===== config.mk =====
export PLATFORM = sky130hd
export DESIGN_NAME = updown_seq_ctrl
export DESIGN_NICKNAME = d
export VERILOG_FILES = /design/src/rtl/updown_seq_pkg.sv /design/src/rtl/updown_step_core.sv /design/src/rtl/updown_seq_ctrl.sv
export SDC_FILE = /design/constraint.sdc
export NUM_CORES = 1
export LEC_CHECK = 0
export BUFFER_PORTS_ARGS = -buffer_cell sky130_fd_sc_hd__buf_4
export CORE_UTILIZATION = 40
export CTS_BUF_LIST = sky130_fd_sc_hd__clkbuf_2 sky130_fd_sc_hd__clkbuf_4 sky130_fd_sc_hd__clkbuf_8
export DETAILED_ROUTE_END_ITERATION = 16
export GPL_ROUTABILITY_DRIVEN = 0
export HOLD_SLACK_MARGIN = 0.02
export PLACE_DENSITY = 0.64
export SLEW_MARGIN = 20
export SYNTH_ARGS = -nofsm -noshare
export SYNTH_HDL_FRONTEND = slang
export SYNTH_SLANG_ARGS = --single-unit

===== constraint.sdc =====
create_clock -name clk -period 5.8 [get_ports clk]
set_input_delay 0.29 -clock clk [delete_from_list [all_inputs] [get_ports clk]]
set_output_delay 0.29 -clock clk [all_outputs]
set_load 0.05 [all_outputs]

===== src/rtl/updown_seq_pkg.sv =====
// -----------------------------------------------------------------------------
// updown_seq_pkg
// Shared definitions for the up/down sequence controller:
//   - state_t : controller FSM states (IDLE, RUN, DONE)
//   - MODE_*  : encodings of the 2-bit sequence mode input
//               (encoding 3 is reserved and behaves as ONESHOT)
// -----------------------------------------------------------------------------
package updown_seq_pkg;

    typedef enum logic [1:0] {
        ST_IDLE = 2'd0,
        ST_RUN  = 2'd1,
        ST_DONE = 2'd2
    } state_t;

    localparam logic [1:0] MODE_ONESHOT = 2'd0;
    localparam logic [1:0] MODE_WRAP    = 2'd1;
    localparam logic [1:0] MODE_BOUNCE  = 2'd2;

    // Reserved encoding falls back to ONESHOT.
    function automatic logic is_oneshot(input logic [1:0] m);
        return (m != MODE_WRAP) && (m != MODE_BOUNCE);
    endfunction

endpackage


===== src/rtl/updown_step_core.sv =====
// -----------------------------------------------------------------------------
// updown_step_core
// Counter register of the sequence controller. Loads a value or steps by one
// in the requested direction; arithmetic wraps modulo 2^WIDTH.
//
// Ports:
//   clk      in   rising-edge clock
//   reset    in   asynchronous active-high reset (count -> 0)
//   load     in   load load_val this cycle (has priority over en)
//   load_val in   [WIDTH] value to load
//   en       in   step by one this cycle
//   dir      in   step direction, 1 = up
//   count    out  [WIDTH] current counter value
// -----------------------------------------------------------------------------
module updown_step_core #(
    parameter int WIDTH = 4
) (
    input  logic             clk,
    input  logic             reset,
    input  logic             load,
    input  logic [WIDTH-1:0] load_val,
    input  logic             en,
    input  logic             dir,
    output logic [WIDTH-1:0] count
);

    logic [WIDTH-1:0] count_q;
    logic [WIDTH-1:0] count_d;

    always_comb begin
        count_d = count_q;
        if (load) begin
            count_d = load_val;
        end else if (en) begin
            count_d = dir ? count_q + 1'b1 : count_q - 1'b1;
        end
    end

    always_ff @(posedge clk or posedge reset) begin
        if (reset) begin
            count_q <= '0;
        end else begin
            count_q <= count_d;
        end
    end

    assign count = count_q;

endmodule


===== src/rtl/updown_seq_ctrl.sv =====
// -----------------------------------------------------------------------------
// updown_seq_ctrl
// Bounded up/down sequence controller. On start (in IDLE) it latches mode and
// bounds, loads the counter with the start bound and runs in ONESHOT, WRAP or
// BOUNCE mode until the end bound / stop.
//
// Ports:
//   clk       in   rising-edge clock
//   reset     in   asynchronous active-high reset
//   pause     in   (only with UDSEQ_PAUSE_EN) freeze count/dir/state in RUN
//   start     in   begin a sequence (sampled in IDLE only)
//   stop      in   abort; beats start in IDLE and the end-bound action in RUN
//   mode      in   [2] 0 ONESHOT, 1 WRAP, 2 BOUNCE, 3 = ONESHOT
//   lo, hi    in   [WIDTH] unsigned bounds
//   dir_init  in   initial direction, 1 = up (start at lo)
//   count     out  [WIDTH] current counter value
//   dir       out  current direction, 1 = up
//   busy      out  high while in RUN
//   done      out  one-cycle pulse on ONESHOT completion
//   err       out  one-cycle pulse on a start rejected because lo > hi
//
// Build option: define UDSEQ_PAUSE_EN to add the pause input.
// -----------------------------------------------------------------------------
module updown_seq_ctrl
    import updown_seq_pkg::*;
#(
    parameter int WIDTH = 4
) (
    input  logic             clk,
    input  logic             reset,
`ifdef UDSEQ_PAUSE_EN
    input  logic             pause,
`endif
    input  logic             start,
    input  logic             stop,
    input  logic [1:0]       mode,
    input  logic [WIDTH-1:0] lo,
    input  logic [WIDTH-1:0] hi,
    input  logic             dir_init,
    output logic [WIDTH-1:0] count,
    output logic             dir,
    output logic             busy,
    output logic             done,
    output logic             err
);

    state_t           state_q;
    logic [1:0]       mode_q;
    logic [WIDTH-1:0] lo_q;
    logic [WIDTH-1:0] hi_q;
    logic             dir_q;   // also holds the latched dir_init for the run
    logic             done_q;
    logic             err_q;

    logic             pause_act;
    logic             start_ok;
    logic             start_bad;
    logic             at_end;
    logic             run_act;

    logic             core_load;
    logic [WIDTH-1:0] core_load_val;
    logic             core_en;
    logic             core_dir;

`ifdef UDSEQ_PAUSE_EN
    assign pause_act = pause;
`else
    assign pause_act = 1'b0;
`endif

    assign start_ok  = (state_q == ST_IDLE) && start && !stop && (lo <= hi);
    assign start_bad = (state_q == ST_IDLE) && start && !stop && (lo >  hi);
    assign at_end    = dir_q ? (count == hi_q) : (count == lo_q);
    // RUN cycle in which the counter may move (stop and pause both freeze it)
    assign run_act   = (state_q == ST_RUN) && !stop && !pause_act;

    // Counter control
    always_comb begin
        core_load     = 1'b0;
        core_load_val = count;
        core_en       = 1'b0;
        core_dir      = dir_q;
        if (start_ok) begin
            core_load     = 1'b1;
            core_load_val = dir_init ? lo : hi;
        end else if (run_act) begin
            if (!at_end) begin
                core_en = 1'b1;
            end else if (mode_q == MODE_WRAP) begin
                core_load     = 1'b1;
                core_load_val = dir_q ? lo_q : hi_q;
            end else if (mode_q == MODE_BOUNCE) begin
                // Turn around; with a single-point range the count just holds.
                core_en  = (lo_q != hi_q);
                core_dir = ~dir_q;
            end
        end
    end

    updown_step_core #(
        .WIDTH (WIDTH)
    ) u_step_core (
        .clk      (clk),
        .reset    (reset),
        .load     (core_load),
        .load_val (core_load_val),
        .en       (core_en),
        .dir      (core_dir),
        .count    (count)
    );

    // Controller FSM with registered pulse outputs
    always_ff @(posedge clk or posedge reset) begin
        if (reset) begin
            state_q <= ST_IDLE;
            mode_q  <= MODE_ONESHOT;
            lo_q    <= '0;
            hi_q    <= '0;
            dir_q   <= 1'b1;
            done_q  <= 1'b0;
            err_q   <= 1'b0;
        end else begin
            done_q <= 1'b0;
            err_q  <= 1'b0;
            case (state_q)
                ST_IDLE: begin
                    if (start_ok) begin
                        mode_q  <= mode;
                        lo_q    <= lo;
                        hi_q    <= hi;
                        dir_q   <= dir_init;
                        state_q <= ST_RUN;
                    end else if (start_bad) begin
                        err_q <= 1'b1;
                    end
                end
                ST_RUN: begin
                    if (stop) begin
                        state_q <= ST_IDLE;
                    end else if (!pause_act && at_end) begin
                        if (mode_q == MODE_BOUNCE) begin
                            dir_q <= ~dir_q;
                        end else if (is_oneshot(mode_q)) begin
                            state_q <= ST_DONE;
                            done_q  <= 1'b1;
                        end
                    end
                end
                ST_DONE: begin
                    state_q <= ST_IDLE;
                end
                default: begin
                    state_q <= ST_IDLE;
                end
            endcase
        end
    end

    assign dir  = dir_q;
    assign busy = (state_q == ST_RUN);
    assign done = done_q;
    assign err  = err_q;

endmodule


==> run metrics, run 1 <==
origin of the worst setup path=dir$_DFFE_PP1P_; drt drc=0; number of antenna repair diodes=0; delay contributed by the slowest stage of the critical path=0.75 ns; TritonCTS clock tree=yes; largest area contributor in the netlist=sky130_fd_sc_hd__dfrtp_1; total congestion overflow=0; first-pass iteration count of the detailed router=4; Synth Cell Area=1330 sq um; critical path start-end classification=reg2reg; kind of end point of the critical path=flop; Hold Path Class=in2async; first-pass GRT wire length=5040 um; post-cts sizing count=0; area share of the largest cell type after synthesis=0.338; fraction of final layout cells with drive strength greater than 1=0.198; largest clock skew in the final design=0.00759 ns; Detailed Route WL=2890 um; global router's overall resource usage=0.191; Post-Syn Nets=175; WL per Instance=13.4 um; initial core utilization=0.429; Slew Viols, Final=0; reported leakage power=0.731 nW; antenna violations before repair=0; flip-flop and latch count after synthesis=19; remaining antenna violation count after routing=0; Nets=195; biggest area contributors in the synthesized netlist=sky130_fd_sc_hd__dfrtp_1 (34%), sky130_fd_sc_hd__ha_1 (6.6%), sky130_fd_sc_hd__mux2i_1 (6.0%); sequential-to-total area share from yosys stat=0.358; area delta synth->final=16.1%; number of violations of the max-capacitance limit=0; sum of buffers and inverters on the critical path=0; Core Area=3100 sq um; Power per Cell Area=447 nW/um^2; asr flop ratio synth=1.00; highest clock rate=293 MHz; top_reg_cell synth=sky130_fd_sc_hd__dfrtp_1; 1st-iter DRT viols=44; vias per cell=5.27; Post-synth EDFFs=0; die height=59.7 um; Die Width=59.7 um; minimum clock period after layout=3.41 ns; outcome=finished clean; data required time of the worst path=6.00 ns; RSZ-0062 raised after global routing=false; placed wire-length estimate=2260 um; final total negative setup slack=0 ns; clock sink total=19; H-tree levels=1; final core utilization=0.499; post-route fraction of the period consumed by the critical path=0.588; maximum ir drop on the vdd rail=0.161 mV; minimum setup slack in the final design=2.39 ns; CP startpoint kind=flop; count of hold buffers inserted by post-cts repair=0; final hold violation count=0; worst max-slew margin expressed relative to the limit=0.481; most frequent cells in the layout=sky130_fd_sc_hd__buf_4 (22), sky130_fd_sc_hd__dfrtp_1 (18), sky130_fd_sc_hd__nand2_1 (17); leading cell type in the layout, fill and taps excluded=sky130_fd_sc_hd__buf_4; dominant cell type by count on the critical path=sky130_fd_sc_hd__xnor2_1; Post-Layout Inst Area=1550 sq um; Fill cells=321; root buf cell=sky130_fd_sc_hd__clkbuf_4; setup repair bufs after CTS=0; Clock Tree Buf Depth=2; worst-case setup slack after placement=2.42 ns; Port Buf Inserts=22; Unique masters post-synth=41; Clock Pin Slew Worst Setup and Hold Paths=0.12 ns; Worst Tran Pin Value=0.779 ns; die area=3570 sq um; Worst-Skew Late Latency=0.31 ns; Setup violations, final=0; kind of cell adding the most delay to the critical path=simple AND/OR/NAND/NOR gates; mean instance size in the synthesized netlist=8.71 sq um; standard cell area after detailed placement=1520 sq um; maximum number of pins on one net before global-route repair=20; placement row count=20; RR Startpoint=dir$_DFFE_PP1P_; Top Ports=23; count of mapped cells out of synthesis=153; synthesis warning total=0; arrival time worst endpoint=3.61 ns; number of CTS-inserted buffers=3; count of vias placed by the detailed router=1139; number of global-route vias before repair=1068; largest fanout on the critical path=14; critical-path cell with the highest stage delay=sky130_fd_sc_hd__dfstp_2; worst path cell trace=mux2i_1, xnor2_1, or4_1, or3_4, nand2_1, xnor2_1, ha_1, a21bo_1, nand4_1, or3b_1
-- cells in the mapped netlist (2+ instances only) --
cell / instances
sky130_fd_sc_hd__dfrtp_1: 18
sky130_fd_sc_hd__nand2_1: 17
sky130_fd_sc_hd__o21ai_0: 12
sky130_fd_sc_hd__inv_1: 10
sky130_fd_sc_hd__nor2_1: 10
sky130_fd_sc_hd__mux2i_1: 8
sky130_fd_sc_hd__a21oi_1: 7
sky130_fd_sc_hd__ha_1: 7
sky130_fd_sc_hd__nand3_1: 6
sky130_fd_sc_hd__mux2_2: 5
sky130_fd_sc_hd__xnor2_1: 5
sky130_fd_sc_hd__xor2_1: 4
sky130_fd_sc_hd__a31oi_1: 3
sky130_fd_sc_hd__clkbuf_1: 3
sky130_fd_sc_hd__o22ai_1: 3
sky130_fd_sc_hd__a211oi_1: 2
sky130_fd_sc_hd__buf_1: 2
sky130_fd_sc_hd__nand3b_1: 2
sky130_fd_sc_hd__nand4_1: 2
sky130_fd_sc_hd__nor2b_1: 2
sky130_fd_sc_hd__nor3_1: 2
sky130_fd_sc_hd__nor3b_1: 2
sky130_fd_sc_hd__o211ai_1: 2
sky130_fd_sc_hd__o21ai_1: 2
-- kinds of logic after synthesis --
family | Yosys count | synth area share
multiplexers | 13 | 0.102
AO/OA/AOI/OAI | 36 | 0.164
adder cells (fa/ha/maj) | 7 | 0.0657
flip-flops | 19 | 0.358
XOR/XNOR | 9 | 0.0592
AND/OR/NAND/NOR | 52 | 0.196
buffers and inverters | 17 | 0.0545
-- state kept, by name, indices dropped and copies added (netlist names) --
name,cells
state_q,2
err,1
hi_q,4
done,1
lo_q,4
u_step_core.count,4
dir,1
mode_q,2
-- metal layers --
layer | track usage | vias up | wire [um]
met4 | 0.0399 | 0 | 14
met5 | 0 | - | 0
li1 | - | 583 | -
met2 | 0.305 | 30 | 1280
met3 | 0.0476 | 2 | 111
met1 | 0.263 | 524 | 1480
-- power breakdown --
part,switching (mW),internal (mW)
clock network,0.0465,0.0263
registers,0.0757,0.178
logic,0.204,0.161
-- stage by stage --
step	hold slack [ns]	total power [mW]	cells
2_1_floorplan	0.240	0.537	153
3_3_place_gp	0.460	0.610	212
5_1_grt	0.152	0.753	216
3_5_place_dp	0.465	0.621	212
6_report	0.0934	0.692	216
4_1_cts	0.106	0.697	216
-- cell type report --
class | instances | area [sq um] | share of cell area
repair buffers | 22 | 165 | 0.107
clock inverters | 1 | 7.51 | 0.00485
well taps | 44 | 55.1 | 0.0356
flip-flops and latches | 19 | 477 | 0.308
inverters | 10 | 37.5 | 0.0243
multi-input cells | 117 | 783 | 0.506
clock buffers | 3 | 22.5 | 0.0146
-- final timing paths --
check / slack (ns) / to / cells after the start
min: 0.09 / err$_DFF_PP0_ / 2
max in group asynchronous: 5.23 / u_step_core.count[2]$_DFFE_PP0P_ / 2
max: 2.39 / u_step_core.count[2]$_DFFE_PP0P_ / 10
max reg2reg: 2.39 / u_step_core.count[2]$_DFFE_PP0P_ / 10
min reg2reg: 0.56 / state_q[1]$_DFFE_PP0P_ / 2
min in group clk: 0.19 / lo_q[2]$_DFFE_PP0P_ / 3
No activity file was read; power rests on OpenSTA's default activity.
==> inputs of run 2 (changes only) <==
- PLACE_DENSITY: 0.64 -> 0.66
- clock period: 5.8 -> 3 ns (I/O delays scaled with it)
==> run 2 against run 1 <==
Compared with the run above:
- the flow now finishes with violations (setup timing)
- total power up 110%
- first-iteration DRC count up 110%
- clock skew down 0.0060 ns
- final area up 6.4%
- register-to-register slack worse by 2.5 ns
- final cell count up 3.7%
- global-route usage up 3.1 points
- critical path depth unchanged
==> run metrics, run 2 (synthesis gave the netlist of run 1 again) <==
die area=3570 sq um (unchanged); remaining antenna violation count after routing=0 (unchanged); minimum setup slack in the final design=-0.0971 ns (-2.49 ns); critical path start-end classification=reg2reg; setup repair bufs after CTS=0 (unchanged); placed wire-length estimate=2420 um (+7.2%); kind of end point of the critical path=flop; number of antenna repair diodes=0 (unchanged); outcome=complete, but fails checks; post-route fraction of the period consumed by the critical path=1.03 (+0.444); global router's overall resource usage=0.223 (+0.0313); Setup violations, final=1 (+1); arrival time worst endpoint=3.29 ns (-0.32 ns); Clock Pin Slew Worst Setup and Hold Paths=0.11 ns (about the same); clock sink total=19 (unchanged); root buf cell=sky130_fd_sc_hd__clkbuf_4; placement row count=20 (unchanged); maximum ir drop on the vdd rail=0.297 mV (+84%); WL met3=136 um (+23%); Fill cells=322 (+0.31%); area delta synth->final=23.6%; data required time of the worst path=3.20 ns (-2.80 ns); first-pass GRT wire length=5840 um (+16%); Top Ports=23 (unchanged); maximum number of pins on one net before global-route repair=20 (unchanged); met1 wire length=1450 um (-2.2%); Placed Cells=219 (+3.3%); worst max-slew margin expressed relative to the limit=0.495 (+0.0142); worst hold margin=0.0506 ns (-0.0428 ns); drt drc=0 (unchanged); met2 layer wire length in the routed design=1520 um (+19%); WL per Instance=14.1 um (+5.8%); first-pass iteration count of the detailed router=4 (unchanged); reported leakage power=0.778 nW (+6.4%); final core utilization=0.531 (+0.0319); Power per Cell Area=876 nW/um^2 (+96%); Layout Cells excl Fill=224 (+3.7%); number of CTS-inserted buffers=3 (unchanged); Core Area=3100 sq um (unchanged); Nets=203 (+4.1%); overall power after layout=1.44 mW (+110%); RSZ-0062 raised after global routing=true; 1st-iter DRT viols=92 (+110%); H-tree levels=1 (unchanged); Die Width=59.7 um (unchanged); final hold violation count=0 (unchanged); vias per cell=5.39 (+2.2%); Post-Layout Inst Area=1650 sq um (+6.4%); Detailed Route WL=3170 um (+9.7%); initial core utilization=0.429 (unchanged); TritonCTS clock tree=yes; Hold Path Class=in2reg; number of violations of the max-capacitance limit=0 (unchanged); Port Buf Inserts=22 (unchanged); number of global-route vias before repair=1242 (+16%); antenna violations before repair=0 (unchanged); minimum clock period after layout=3.10 ns (-0.314 ns); count of vias placed by the detailed router=1207 (+6.0%); Worst Tran Pin Value=0.757 ns (-0.0221 ns); highest clock rate=323 MHz (+10%); CP startpoint kind=flop; most frequent cells in the layout=sky130_fd_sc_hd__buf_4 (29), sky130_fd_sc_hd__dfrtp_1 (18), sky130_fd_sc_hd__nand2_1 (16); largest fanout on the critical path=7 (-7); largest clock skew in the final design=0.00163 ns (-0.00596 ns); topmost layer with routed signal wires=met4; fraction of final layout cells with drive strength greater than 1=0.256 (+0.0579); cell depth of the worst hold path=3; total congestion overflow=0 (unchanged); Slew Viols, Final=0 (unchanged); Clock Tree Buf Depth=2 (unchanged); Worst-Skew Late Latency=0.30 ns (about the same); leading cell type in the layout, fill and taps excluded=sky130_fd_sc_hd__buf_4; standard cell area after detailed placement=1570 sq um (+3.7%); violated checks=setup timing; die height=59.7 um (unchanged); length in cells of the worst reg-to-reg path=10 (unchanged)
[run 2: cell count changes in the layout (fill, tap and decap cells not counted), sizes merged]
cell | before | now
buf | 22 | 29
clkbuf | 3 | 4
clkinvlp | 1 | 0
dlygate4sd3 | 0 | 1
[run 2: timing repair]
item	4_1_cts	5_1_grt
hold endpoints to repair	18	0
hold buffers	1	0
endpoints found under the setup margin	1	1
resized for setup	5	2
pin swaps	1	0
[run 2: layout make-up]
type | count | area [sq um] | share of cell area
well taps | 44 | 55.1 | 0.0334
clock buffers | 4 | 30.0 | 0.0182
repair buffers | 30 | 228 | 0.138
multi-input cells | 117 | 816 | 0.495
flip-flops and latches | 19 | 480 | 0.292
inverters | 10 | 37.5 | 0.0228
[run 2: critical path: stages (launching register included)]
cell and delay [ns]:
sky130_fd_sc_hd__dfstp_4 0.69, sky130_fd_sc_hd__mux2i_2 0.24, sky130_fd_sc_hd__xnor2_1 0.09, sky130_fd_sc_hd__or4_1 0.55
sky130_fd_sc_hd__or3_4 0.40, sky130_fd_sc_hd__nand2_4 0.09, sky130_fd_sc_hd__xnor2_2 0.11, sky130_fd_sc_hd__ha_2 0.19
sky130_fd_sc_hd__a21bo_1 0.21, sky130_fd_sc_hd__nand4_1 0.08, sky130_fd_sc_hd__or3b_1 0.34
[run 2: through the flow]
stage / setup TNS [ns] / setup slack (ns)
finish: -0.0971 / -0.0971
global route: -0.283 / -0.283
CTS: -0.0842 / -0.0842
detailed placement: -0.0897 / -0.0897
global placement: 0 / 0.00760
floorplan: -0.210 / -0.210
[run 2: metal layers]
| layer | track usage | vias up |
|---|---|---|
| met1 | 0.293 | 575 |
| met4 | 0.0797 | 0 |
| met2 | 0.370 | 31 |
| met5 | 0 | - |
| met3 | 0.0346 | 7 |
| li1 | - | 594 |
[run 2: worst paths after layout]
kind | from | endpoint | slack [ns]
worst max register to register | dir$_DFFE_PP1P_ | u_step_core.count[2]$_DFFE_PP0P_ | -0.1
max in group asynchronous | reset | u_step_core.count[1]$_DFFE_PP0P_ | 2.00
worst min-delay path | lo[3] | lo_q[3]$_DFFE_PP0P_ | 0.05
worst max-delay path | dir$_DFFE_PP1P_ | u_step_core.count[2]$_DFFE_PP0P_ | -0.1
min in group asynchronous | reset | u_step_core.count[3]$_DFFE_PP0P_ | 0.53
worst min register to register | state_q[1]$_DFFE_PP0P_ | state_q[1]$_DFFE_PP0P_ | 0.56
[run 2: power breakdown]
| part | total [mW] | switching (mW) | internal, mW |
|---|---|---|---|
| sequential | 0.489 | 0.140 | 0.349 |
| clock | 0.146 | 0.0850 | 0.0610 |
| combinational | 0.807 | 0.439 | 0.368 |
==> inputs of run 3 (changes only) <==
- CELL_PAD_IN_SITES_DETAIL_PLACEMENT: not set -> 0
- CELL_PAD_IN_SITES_GLOBAL_PLACEMENT: not set -> 1
- CORE_UTILIZATION: 40 -> 39
- CTS_BUF_LIST: sky130_fd_sc_hd__clkbuf_2 sky130_fd_sc_hd__clkbuf_4 sky130_fd_sc_hd__clkbuf_8 -> sky130_fd_sc_hd__clkbuf_8
- PLACE_DENSITY: 0.66 -> 0.82
==> run 3 against run 2 <==
Compared with the run above:
- the run still ends with setup timing left
- critical path depth did not move
- register-to-register slack barely moved
- sequential power barely moved
- final area rose by 2.7%
- global-route usage fell by 2.2 points
- largest power group unchanged
==> run metrics, run 3 (synthesis gave the netlist of run 1 again) <==
sequential cell area in the final layout=480 sq um (unchanged); CP startpoint kind=flop; final core utilization=0.537 (+0.00586); antenna violations before repair=0 (unchanged); number of CTS-inserted buffers=3 (unchanged); Worst Tran Pin Value=0.757 ns (+0.000715 ns); global router's overall resource usage=0.201 (-0.0218); post-route fraction of the period consumed by the critical path=1.03 (+0.00258); violated checks=setup timing; remaining antenna violation count after routing=0 (unchanged); TritonCTS clock tree=yes; root buf cell=sky130_fd_sc_hd__clkbuf_8; number of global-route vias before repair=1132 (-8.9%); H-tree levels=1 (unchanged); area delta synth->final=26.9%; die area=3650 sq um (+2.5%); final hold violation count=0 (unchanged); minimum setup slack in the final design=-0.105 ns (-0.00774 ns); leading cell type in the layout, fill and taps excluded=sky130_fd_sc_hd__buf_4; die height=60.5 um (+1.2%); Top Ports=23 (unchanged); maximum number of pins on one net before global-route repair=20 (unchanged); largest fanout on the critical path=6 (-1); number of antenna repair diodes=0 (unchanged); placement row count=20 (unchanged); Clock Tree Buf Depth=2 (unchanged); worst max-slew margin expressed relative to the limit=0.495 (about the same); Power per Cell Area=909 nW/um^2 (+3.8%); Detailed Route WL=3050 um (-3.8%); RSZ-0062 raised after global routing=true; Setup violations, final=1 (unchanged); total congestion overflow=0 (unchanged); Placed Cells=221 (+0.91%); kind of end point of the critical path=flop; Die Width=60.5 um (+1.2%); critical-path cell with the highest stage delay=sky130_fd_sc_hd__dfstp_4; arrival time worst endpoint=3.25 ns (-0.04 ns); number of violations of the max-capacitance limit=0 (unchanged); WL per Instance=13.5 um (-4.6%); clock sink total=19 (unchanged); Fill cells=313 (-2.8%); first-pass iteration count of the detailed router=4 (unchanged); Core Area=3150 sq um (+1.6%); highest clock rate=322 MHz (-0.25%); initial core utilization=0.423 (-0.00682); fraction of final layout cells with drive strength greater than 1=0.286 (+0.0302); data required time of the worst path=3.15 ns (-0.05 ns); worst path cell trace=mux2i_2, xnor2_1, or4_1, or3_4, nand2_4, xnor2_2, ha_2, a21bo_1, nand4_1, or3b_1; reported leakage power=0.794 nW (+2.1%); critical path start-end classification=reg2reg; drt drc=0 (unchanged); 1st-iter DRT viols=47 (-49%); minimum clock period after layout=3.10 ns (+0.00774 ns); largest clock skew in the final design=0.00211 ns (+0.000478 ns); Nets=205 (+0.99%); placed wire-length estimate=2300 um (-5.0%); Port Buf Inserts=22 (unchanged); area of combinational cells with multiple inputs=832 sq um (+2.0%); maximum ir drop on the vdd rail=0.267 mV (-10%); count of hold buffers inserted by post-cts repair=0 (-1); Slew Viols, Final=0 (unchanged); Clock Pin Slew Worst Setup and Hold Paths=0.07 ns (-0.04 ns); worst hold margin=0.0167 ns (-0.0338 ns); delay contributed by the slowest stage of the critical path=0.68 ns (about the same); outcome=complete, but fails checks; first-pass GRT wire length=5350 um (-8.5%); Layout Cells excl Fill=226 (+0.89%); most frequent cells in the layout=sky130_fd_sc_hd__buf_4 (32), sky130_fd_sc_hd__dfrtp_1 (18), sky130_fd_sc_hd__nand2_1 (16); Worst-Skew Late Latency=0.26 ns (-0.04 ns); Hold Path Class=in2async; count of vias placed by the detailed router=1199 (-0.66%); vias per cell=5.31 (-1.5%)
-- run 3: cell type report --
cell class | count | area share
flip-flops and latches | 19 | 0.284
inverters | 10 | 0.0222
multi-input cells | 117 | 0.492
repair buffers | 32 | 0.142
clock inverters | 1 | 0.00296
well taps | 44 | 0.0325
clock buffers | 3 | 0.0244
-- run 3: worst paths after layout --
check,from,to,slack [ns],depth (start not counted)
worst max-delay path,dir$_DFFE_PP1P_,u_step_core.count[2]$_DFFE_PP0P_,-0.10,10
worst min-delay path,reset,err$_DFF_PP0_,0.02,2
worst max register to register,dir$_DFFE_PP1P_,u_step_core.count[2]$_DFFE_PP0P_,-0.10,10
worst min register to register,state_q[1]$_DFFE_PP0P_,state_q[1]$_DFFE_PP0P_,0.54,2
max in group asynchronous,reset,lo_q[2]$_DFFE_PP0P_,2.51,2
min in group clk,lo[3],lo_q[3]$_DFFE_PP0P_,0.10,3
-- run 3: critical path: cells and delay by family (launching register included) --
family,cells,cell delay [ns]
simple gates,5,1.46
flops,1,0.68
mux,1,0.24
xor+xnor,2,0.21
compound gates,1,0.21
fa+ha+maj,1,0.19
-- run 3: metrics by stage --
step	power, mW	setup WS, ns	setup TNS (ns)	cell area (sq um)
global route	1.66	-0.238	-0.238	1690
detailed placement	1.27	-0.0664	-0.0664	1590
finish	1.54	-0.105	-0.105	1690
global placement	1.25	0.0140	0	1590
floorplan	1.04	-0.210	-0.210	1340
CTS	1.46	-0.0696	-0.0696	1640
-- run 3: layer usage --
metal	global-route usage	part of all wire
met3	0.0405	0.036
met5	0	0
met4	0.0584	0.012
met1	0.278	0.51
met2	0.319	0.44
-- run 3: power breakdown --
part	switching (mW)	internal, mW
sequential	0.143	0.349
clock	0.0931	0.0927
combinational	0.444	0.414
-- run 3: timing repair --
| action | in CTS | in global routing |
|---|---|---|
| endpoints found under the setup margin | 1 | 1 |
| buffers inserted | 0 | 1 |
| pin swaps | 0 | 4 |
| resized for setup | 1 | 9 |
